<file path="config.mk">
export PLATFORM = sky130hd
export DESIGN_NAME = serial_subtractor
export DESIGN_NICKNAME = d
export VERILOG_FILES = /design/src/rtl/serial_subtractor.sv
export SDC_FILE = /design/constraint.sdc
export NUM_CORES = 1
export LEC_CHECK = 0
export ABC_AREA = 1
export ABC_CLOCK_PERIOD_IN_PS = 2800
export BUFFER_PORTS_ARGS = -buffer_cell sky130_fd_sc_hd__buf_2
export CORE_ASPECT_RATIO = 1.75
export CORE_MARGIN = 2
export CORE_UTILIZATION = 60
export CTS_CLUSTER_DIAMETER = 80
export DETAILED_ROUTE_END_ITERATION = 8
export HOLD_SLACK_MARGIN = 0.06
export PLACE_DENSITY = 0.81
export SYNTH_ARGS = -nofsm -noshare
export SYNTH_HDL_FRONTEND = slang
export SYNTH_SLANG_ARGS = --single-unit
</file>
<file path="constraint.sdc">
create_clock -name clk -period 2.8 [get_ports clk]
set_input_delay 0.14 -clock clk [delete_from_list [all_inputs] [get_ports clk]]
set_output_delay 0.14 -clock clk [all_outputs]
set_load 0.01 [all_outputs]
</file>
<file path="src/rtl/serial_subtractor.sv">
// rtl/serial_subtractor.sv - bit-serial two's-complement subtractor (diff = a - b), LSB first
module serial_subtractor #(
  parameter int WIDTH = 8
) (
  input  logic             clk,
  input  logic             rst,
  input  logic             start,
  input  logic [WIDTH-1:0] a,
  input  logic [WIDTH-1:0] b,
  output logic             busy,
  output logic             done,
  output logic [WIDTH-1:0] diff,
  output logic             borrow_out,
  output logic             ovf
);

  localparam int CW = $clog2(WIDTH);
  localparam logic [CW-1:0] LAST = CW'(WIDTH - 1);

  typedef enum logic [1:0] {
    IDLE  = 2'd0,
    SHIFT = 2'd1,
    DONE  = 2'd2
  } state_t;

  state_t           state_q, state_d;
  logic [WIDTH-1:0] sa_q, sa_d;
  logic [WIDTH-1:0] sb_q, sb_d;
  logic             br_q, br_d;
  logic [CW-1:0]    cnt_q, cnt_d;
  // Holds the first WIDTH-1 result bits; the last bit joins them on completion.
  logic [WIDTH-2:0] acc_q, acc_d;
  logic             a_msb_q, a_msb_d;
  logic             b_msb_q, b_msb_d;
  logic [WIDTH-1:0] diff_q, diff_d;
  logic             borrow_q, borrow_d;
  logic             ovf_q, ovf_d;

  logic             d_bit;
  logic             br_next;
  logic [WIDTH-1:0] full;

  assign diff       = diff_q;
  assign borrow_out = borrow_q;
  assign ovf        = ovf_q;

  // Next-state, bit-slice datapath and handshake outputs.
  always_comb begin
    state_d  = state_q;
    sa_d     = sa_q;
    sb_d     = sb_q;
    br_d     = br_q;
    cnt_d    = cnt_q;
    acc_d    = acc_q;
    a_msb_d  = a_msb_q;
    b_msb_d  = b_msb_q;
    diff_d   = diff_q;
    borrow_d = borrow_q;
    ovf_d    = ovf_q;
    busy     = 1'b0;
    done     = 1'b0;

    d_bit   = sa_q[0] ^ sb_q[0] ^ br_q;
    br_next = (~sa_q[0] & sb_q[0]) | (~(sa_q[0] ^ sb_q[0]) & br_q);
    full    = {d_bit, acc_q};

    case (state_q)
      IDLE: begin
        if (start) begin
          sa_d    = a;
          sb_d    = b;
          a_msb_d = a[WIDTH-1];
          b_msb_d = b[WIDTH-1];
          br_d    = 1'b0;
          cnt_d   = '0;
          acc_d   = '0;
          state_d = SHIFT;
        end
      end
      SHIFT: begin
        busy  = 1'b1;
        acc_d = full[WIDTH-1:1];
        sa_d  = sa_q >> 1;
        sb_d  = sb_q >> 1;
        br_d  = br_next;
        cnt_d = cnt_q + CW'(1);
        if (cnt_q == LAST) begin
          diff_d   = full;
          borrow_d = br_next;
          // Signed overflow only when operand signs differ and the result sign leaves a's sign.
          ovf_d    = (a_msb_q != b_msb_q) && (d_bit != a_msb_q);
          state_d  = DONE;
        end
      end
      DONE: begin
        busy    = 1'b1;
        done    = 1'b1;
        state_d = IDLE;
      end
      default: begin
        state_d = IDLE;
      end
    endcase
  end

  // State and datapath registers; reset aborts any operation in progress.
  always_ff @(posedge clk or posedge rst) begin
    if (rst) begin
      state_q  <= IDLE;
      sa_q     <= '0;
      sb_q     <= '0;
      br_q     <= 1'b0;
      cnt_q    <= '0;
      acc_q    <= '0;
      a_msb_q  <= 1'b0;
      b_msb_q  <= 1'b0;
      diff_q   <= '0;
      borrow_q <= 1'b0;
      ovf_q    <= 1'b0;
    end else begin
      state_q  <= state_d;
      sa_q     <= sa_d;
      sb_q     <= sb_d;
      br_q     <= br_d;
      cnt_q    <= cnt_d;
      acc_q    <= acc_d;
      a_msb_q  <= a_msb_d;
      b_msb_q  <= b_msb_d;
      diff_q   <= diff_d;
      borrow_q <= borrow_d;
      ovf_q    <= ovf_d;
    end
  end

endmodule

</file>
---- Word level (Yosys, flattened, before mapping) ----
Cells that the tools add are included.
word-level totals
  output and inout port bits .............. 12
  input port bits ......................... 19
  register bits after elaboration ......... 41
  logic and storage cells ................. 49
cells by class
  bitwise logic cells ..................... 7
  mux-type cells .......................... 15
  equality and inequality tests ........... 7
  add/subtract/negate cells ............... 1
  reduce and logical (&&, ||, !) cells .... 8
operator list
  kind                 count
  $pmux 8 s2           2
  $mux 8               2
  $pmux 7 s2           1
  $reduce_and 2->1     4
  $mux 7               1
  $pmux 3 s2           1
  $mux 2               2
  $ne 2x2->1 const B   2
  $pmux 2 s2           1
  $add 3x1->3 const B  1
  $eq 3x3->1 const B   1
  $mux 1               3
  $mux 3               1
  $and 1x1->1          2
  $eq 2x1->1 const B   1
  $eq 2x2->1 const B   1
  $logic_not 2->1      1
  $ne 1x1->1           2
  $not 1->1            2
  $pmux 1 s2           1
  $reduce_bool 2->1    1
  $reduce_or 2->1      1
  $xor 1x1->1          2
  $logic_and 1x1->1    1
  $or 1x1->1           1

---- Longest topological paths before layout ----
Gate-level depths: netlist of run 1.
  depth after elaboration ................. 5
  depth in mapped cells ................... 9
  depth with buffers taken out ............ 7

---- Worst setup path before layout of run 1 ----
No wires, ideal clock.
  path type ............................... register to register
  from .................................... reg sa_q[0]
  to ...................................... reg ovf_q, in the netlist ovf
  path buffers ............................ 0
  period minus slack after synthesis ...... 1.276 ns
  setup slack ............................. 1.524 ns
  data arrival time ....................... 1.160 ns
  setup time .............................. 0.116 ns
  data required time ...................... 2.684 ns
  stages on the path, launching flop included .. 7
  cell sequence ........................... dfrtp_1 fa_1 inv_1 nand3_1 nand2_1 nand2_1 nand2_1
on the way
  longest elaborated chain between the ends .. 4
ends and longest elaborated chain
  element                    RTL line  text
  from (decl)                27        logic [WIDTH-1:0] sa_q, sa_d;
  from (signal assigned)     110       sa_q <= '0;
  from (signal assigned)     122       sa_q <= sa_d;
  $xor 1x1->1 (2 in series)  63        d_bit = sa_q[0] ^ sb_q[0] ^ br_q;
  net d_bit                  39        logic d_bit;
  $ne 1x1->1                 91        ovf_d = (a_msb_q != b_msb_q) && (d_bit != a_msb_q);
  $logic_and 1x1->1          91
  to (signal assigned)       131       ovf_q <= ovf_d;
  to (decl)                  37        logic ovf_q, ovf_d;
The timed path passes the listed nets, and every way through them passes these cells.
A chain may end at the register's enable or synchronous reset.

---- Worst setup path in the final report of run 1 ----
  from .................................... reg state_q[1]
  to ...................................... reg sb_q[0]
on the way
  longest elaborated chain between the ends .. 3
  elaborated cells on any way between the ends .. 6
  those cells by class .................... eq/ne: 2; mux: 1; reduce/logical: 3
ends and longest elaborated chain
  element                                                    RTL line  text
  from (decl)                                                26        state_t state_q, state_d;
  from (signal assigned)                                     121       state_q <= state_d;
  $eq 2x1->1 or $logic_not 2->1 (tied branches)              67        case (state_q)
  $reduce_bool 2->1 (no line) or $ne 2x2->1 (tied branches)  --
  $reduce_and 2->1 (no line)                                 --
  to (signal assigned)                                       111       sb_q <= '0;
  to (signal assigned)                                       123       sb_q <= sb_d;
  to (decl)                                                  28        logic [WIDTH-1:0] sb_q, sb_d;
Parallel ways exist; a longest one is shown, timed or not.

==> impl_metrics.json, run 1 <==
{
  "n_fill_cell": 272,
  "dp_slack_ns": 1.06,
  "post_drt_wl_per_cell_um": 12.0,
  "grt.total_usage_pct": 23.3,
  "drv_slew": 0,
  "finalSetupViolCount": 0,
  "antenna_found_initial": 0,
  "worst_setup_path_end_kind": "flip-flop",
  "grt.overflow.total": 0,
  "finalInstanceArea_um2": 2200,
  "pin_count": 31,
  "fp.dieW_um": 46.9,
  "maxCapViolCount": 0,
  "hp-start": "b[7]",
  "fin_hold_ws_ns": 0.0884,
  "netlist.area_leader.share_pct": 53.0,
  "min_period_ns": 1.76,
  "status": "finished clean",
  "cts_sinks": 41,
  "p_total_mw": 2.24,
  "crit_chain": "inv_1 > ha_1 > buf_4 > nand2_2 > nand2_4 > nand2_1 > o21ai_0",
  "syn_nets": 253,
  "crit_type": "reg2reg",
  "rsz0062_at_grt": "no",
  "final_cells": 303,
  "crit_path_max_incr_delay_ns": 0.40,
  "h-tree-depth": 2,
  "p_leak_nw": 1.24,
  "power_density_nw_per_um2": 1020,
  "tightestPinTransition_ns": 0.531,
  "ys.warnings.count": 0,
  "placed_cells": 294,
  "port_buffers": 30,
  "ir_worst_vdd_mv": 0.712,
  "post_cts_buffers": 0,
  "num_vias": 1536,
  "yosysTopAreaCell": "dfrtp_1",
  "reg2reg_depth": 7,
  "post_drt_via_cell_ratio": 5.07,
  "diodes": 0,
  "cts-root-buf": "clkbuf_8",
  "fin_worst_skew_ns": 0.00743,
  "synth_async_sr_flop_share_pct": 100,
  "synth_seq_cells": 41,
  "placed_area_um2": 2080,
  "die_area_um2": 3710,
  "start_kind": "flip-flop",
  "syn_inst": 228,
  "hpwlAfterDp_mm": 2.45,
  "synth-edff-count": 0,
  "crit_path_top_delay_cell": "nand2_2",
  "dr.pass1.iters": 4,
  "grt_pass1_vias": 1460,
  "rows": 27,
  "r2r_setup_slack_ns": 1.04,
  "drc": 0,
  "drtIter0Drc": 24,
  "die-height_um": 79.1,
  "synth_area_um2": 1940,
  "met1_usage_pct": 28.5,
  "min_path_cells": 3,
  "seq_area_frac_synth_pct": 53.0,
  "startpoint": "state_q[1]",
  "place_congestion": 0.763,
  "final_core_util_pct": 70.9,
  "synth.area.top_cells": "dfrtp_1 (53%), nand2_1 (19%), nand3_1 (7.0%)",
  "setup_ws_ns": 1.04,
  "final_layout_size_suffix_gt1_share_pct": 17.7,
  "syn_area_per_cell_um2": 8.49,
  "cts_tree": "yes",
  "area_growth_pct": 13.8,
  "clk_pin_slew_ns": 0.07,
  "ys_types": 15,
  "start_util_pct": 62.3,
  "core_um2": 3110,
  "finalSetupTns_ns": 0,
  "yosysMostFrequentCell": "nand2_1",
  "fmax_mhz": 569,
  "grt_pass1_wl_mm": 6.22,
  "path_max_fanout": 26,
  "cts_buffers": 5,
  "slew_headroom_pct": 64.5,
  "grt_util_met3_pct": 6.36,
  "required_ns": 2.98,
  "min_path_type": "in2reg",
  "r2r_start": "state_q[1]",
  "hold_violations": 0,
  "clock_path_buffers": 2,
  "grt_max_degree": 42,
  "finalCritPeriodShare_pct": 62.8,
  "critPathCapture": "sb_q[0]",
  "top_usage_layer": "met2",
  "worstReg2RegEnd": "sb_q[0]",
  "synthFlopType": "dfrtp_1",
  "grtUsageMet2_pct": 36.4,
  "insertion_delay_ns": 0.30,
  "ant_nets": 0,
  "final_nets": 284,
  "wirelength_mm": 3.63,
  "crit_arrival_ns": 1.94,
  "synth_commonest_cells": "nand2_1 (96), dfrtp_1 (41), nand3_1 (27), inv_1 (19), o21ai_0 (13)"
}
area by class of cell:
class | count | area (um2) | share of cell area [%]
inverters | 20 | 75.1 | 3.41
multi-input cells | 158 | 757 | 34.4
clock buffers | 7 | 86.3 | 3.92
well taps | 43 | 53.8 | 2.44
flip-flops and latches | 41 | 1030 | 46.6
clock inverters | 1 | 30.0 | 1.36
repair buffers | 33 | 175 | 7.95
layer usage:
layer	vias to the layer above	part of all wire [%]
met1	715	41
met3	14	3.4
met4	0	3.2
li1	774	-
met2	33	53
met5	-	0
cell usage in the layout (no fill, tap or decap), drive strengths merged:
cell type,n
nand2,101
dfrtp,41
buf,32
nand3,27
o21ai,23
inv,20
clkbuf,7
ha,5
mux2i,1
fa,1
bufinv,1
dlygate4sd3,1
registers in the layout (all words and copies together) (netlist names):
name,count
sb_q,8
sa_q,8
state_q,2
br_q,1
borrow_out,1
cnt_q,3
a_msb_q,1
acc_q,7
b_msb_q,1
ovf,1
diff,8
worst min path at each step:
stage / endpoint
6_report: b_msb_q
5_1_grt: b_msb_q
4_1_cts: b_msb_q
3_5_place_dp: cnt_q[2]
3_3_place_gp: cnt_q[2]
2_1_floorplan: a_msb_q
power by group:
part | switching [mW] | internal (mW) | total (mW)
registers | 0.121 | 0.805 | 0.926
logic | 0.534 | 0.289 | 0.823
clock network | 0.201 | 0.291 | 0.492
logic make-up (layout without fill, tap and decap cells):
group	Yosys count	count (layout)	share of synthesized area, %
simple gates	128	128	27.7
flops	41	41	53.0
buf+inv	29	61	7.89
compound gates	23	23	5.95
fa+ha+maj	6	6	4.27
mux	1	1	1.16
critical path, delay by kind of cell (launching register included):
kind	cells	cell delay [ns]
compound gates	1	0.07
fa+ha+maj	1	0.17
buf+inv	2	0.27
flops	1	0.37
simple gates	3	0.75
repair_timing:
| action | in CTS | in global routing |
|---|---|---|
| gates resized for setup | 0 | 0 |
| hold buffers | 1 | 0 |
| hold endpoints to repair | 41 | 0 |
Note: power is estimated with default switching activity, not from simulation.
==> run 2, diff against run 1 <==
==> config.mk (replaced) <==
export PLATFORM = sky130hd
export DESIGN_NAME = serial_subtractor
export DESIGN_NICKNAME = d
export VERILOG_FILES = /design/src/rtl/serial_subtractor.sv
export SDC_FILE = /design/constraint.sdc
export NUM_CORES = 1
export LEC_CHECK = 0
export ABC_AREA = 0
export ABC_CLOCK_PERIOD_IN_PS = 1720
export BUFFER_PORTS_ARGS = -buffer_cell sky130_fd_sc_hd__buf_2
export CORE_ASPECT_RATIO = 1.75
export CORE_MARGIN = 2
export CORE_UTILIZATION = 55
export CTS_CLUSTER_DIAMETER = 80
export DETAILED_ROUTE_END_ITERATION = 8
export HOLD_SLACK_MARGIN = 0.06
export PLACE_DENSITY = 0.75
export SYNTH_ARGS = -nofsm -noshare
export SYNTH_HDL_FRONTEND = slang
export SYNTH_SLANG_ARGS = --single-unit
==> constraint.sdc (replaced) <==
create_clock -name clk -period 1.72 [get_ports clk]
set_input_delay 0.086 -clock clk [delete_from_list [all_inputs] [get_ports clk]]
set_output_delay 0.086 -clock clk [all_outputs]
set_load 0.01 [all_outputs]
==> run 2 against run 1 <==
Utilization shrank 2.0 points. Register-to-register slack worse by 0.97 ns. Wire length rose by 2.2%. Non-clock buffer count increased by 13. First-iteration DRC count is 140% higher. Count of clock-buffer cells in the layout down 2.
==> impl_metrics.json, run 2 <==
{
  "status": "finished clean",
  "rsz0062_at_grt": "no",
  "crit_path_max_incr_delay_ns": 0.41,
  "num_vias": 1381,
  "die_area_um2": 3900,
  "core_um2": 3330,
  "crit_arrival_ns": 1.88,
  "final_core_util_pct": 68.9,
  "grt_pass1_vias": 1387,
  "start_kind": "flip-flop",
  "die-height_um": 81.2,
  "reg2reg_depth": 6,
  "fp.dieW_um": 48.1,
  "r2r_start": "state_q[0]",
  "diodes": 0,
  "drc": 0,
  "synth_seq_cells": 41,
  "grt_pass1_wl_mm": 6.15,
  "tightestPinTransition_ns": 0.501,
  "worst_setup_path_end_kind": "flip-flop",
  "finalSetupViolCount": 0,
  "required_ns": 1.95,
  "grt.total_usage_pct": 22.1,
  "r2r_setup_slack_ns": 0.07,
  "setup_ws_ns": 0.0724,
  "crit_type": "reg2reg",
  "grt.overflow.total": 0,
  "syn_inst": 162,
  "synth_commonest_cells": "dfrtp_1 (41), a21oi_1 (14), a22o_1 (11), nand2b_1 (11)",
  "netlist.area_leader.share_pct": 54.8,
  "hp-start": "a[1]",
  "synth_area_um2": 1870,
  "min_to": "sa_q[1]",
  "ir_worst_vdd_mv": 1.07,
  "final_nets": 229,
  "area_growth_pct": 22.5,
  "worstReg2RegEnd": "sb_q[7]",
  "final_layout_size_suffix_gt1_share_pct": 29.9,
  "fmax_mhz": 607,
  "crit_path_top_delay_cell": "dfrtp_1",
  "drtIter0Drc": 57,
  "cts_buffers": 5,
  "clock_path_buffers": 2,
  "hpwlAfterDp_mm": 2.59,
  "crit_chain": "inv_1 > ha_2 > buf_6 > mux2i_4 > buf_2 > a22o_1",
  "maxCapViolCount": 0,
  "yosysTopAreaCell": "dfrtp_1",
  "insertion_delay_ns": 0.29,
  "wirelength_mm": 3.71,
  "port_buffers": 30,
  "fin_worst_skew_ns": 0.0132,
  "post_cts_buffers": 0,
  "start_util_pct": 56.2,
  "grt_max_degree": 42,
  "min_period_ns": 1.65,
  "final_cell_mix": "dfrtp_1 (41), buf_2 (31), a21oi_1 (14)",
  "hold_violations": 0,
  "drv_slew": 0,
  "finalCritPeriodShare_pct": 95.8,
  "cts_sinks": 41,
  "synthFlopType": "dfrtp_1",
  "final_common_cell": "dfrtp_1",
  "rows": 28,
  "antenna_found_initial": 0,
  "post_drt_via_cell_ratio": 5.55,
  "power_density_nw_per_um2": 1700,
  "placed_area_um2": 2090,
  "pin_count": 31,
  "slew_headroom_pct": 66.6,
  "cts_tree": "yes",
  "post_drt_wl_per_cell_um": 14.9,
  "ant_nets": 0,
  "h-tree-depth": 2,
  "min_path_cells": 4,
  "path_max_fanout": 15,
  "synth_async_sr_flop_share_pct": 100,
  "cts-root-buf": "clkbuf_8",
  "yosysMostFrequentCell": "dfrtp_1",
  "p_leak_nw": 1.14,
  "syn_nets": 187,
  "finalInstanceArea_um2": 2290,
  "min_path_type": "in2reg",
  "syn_area_per_cell_um2": 11.6,
  "ys.warnings.count": 0,
  "seq_area_frac_synth_pct": 54.8,
  "dp_slack_ns": -0.0622,
  "synth-edff-count": 0,
  "synth.area.top_cells": "dfrtp_1 (55%), mux2_2 (6.0%), a221o_1 (5.3%)",
  "clk_pin_slew_ns": 0.08,
  "ys_types": 22,
  "place_congestion": 0.773,
  "dr.pass1.iters": 4
}
run 2: cell type report:
cell class | instances | area (um2)
clock buffers | 5 | 68.8
fillers | 251 | 1030
inverters | 10 | 37.5
repair buffers | 46 | 309
flip-flops and latches | 41 | 1030
well taps | 45 | 56.3
multi-input cells | 100 | 761
clock inverters | 2 | 35.0
run 2: logic make-up after synthesis:
kind of cell | after synthesis | synth area share (%)
compound gates | 47 | 18.0
fa+ha+maj | 6 | 4.41
buf+inv | 21 | 5.35
flops | 41 | 54.8
mux | 11 | 6.75
simple gates | 36 | 10.7
run 2: how the worst max path moves through the flow:
stage / start / to / depth (start not counted)
2_1_floorplan: state_q[0] / sb_q[4] / 8
5_1_grt: state_q[0] / sa_q[7] / 6
6_report: state_q[0] / sb_q[7] / 6
4_1_cts: state_q[0] / sa_q[0] / 5
3_5_place_dp: state_q[0] / sa_q[0] / 4
3_3_place_gp: state_q[0] / sb_q[5] / 4
run 2: repair_timing:
action | 4_1_cts | 5_1_grt
pin swaps | 0 | 0
setup endpoints to repair | 24 | 24
gates resized for setup | 3 | 4
hold endpoints to repair | 47 | 0
gates cloned | 0 | 1
hold buffers | 7 | 0
run 2: critical path: cells and delay by family, from the launching register on:
kind                       cells  cell delay (ns)
buffers and inverters          3             0.51
DFF                            1             0.41
adders and majority gates      1             0.27
AOI/OAI and AO/OA              1             0.16
muxes                          1             0.25
run 2: per-layer routing:
metal	track usage [%]	share of wire (%)
met1	28.6	43
met2	34.9	51
met3	4.22	4.1
met4	9.46	1.2
met5	0	0
run 2: metrics by stage:
| step | TNS [ns] | hold WS [ns] | total power [mW] | std cells |
|---|---|---|---|---|
| global route | 0 | 0.193 | 4.17 | 249 |
| CTS | 0 | 0.183 | 3.87 | 248 |
| detailed placement | -0.572 | 0.236 | 3.09 | 234 |
| floorplan | 0 | 0.219 | 2.68 | 162 |
| global placement | -0.229 | 0.223 | 3.01 | 234 |
| finish | 0 | 0.196 | 3.91 | 249 |
run 2: power by group:
group / internal, mW / leakage, nW / switching, mW
sequential: 1.33 / 0.541 / 0.249
clock: 0.422 / 0.0540 / 0.314
combinational: 0.778 / 0.542 / 0.812
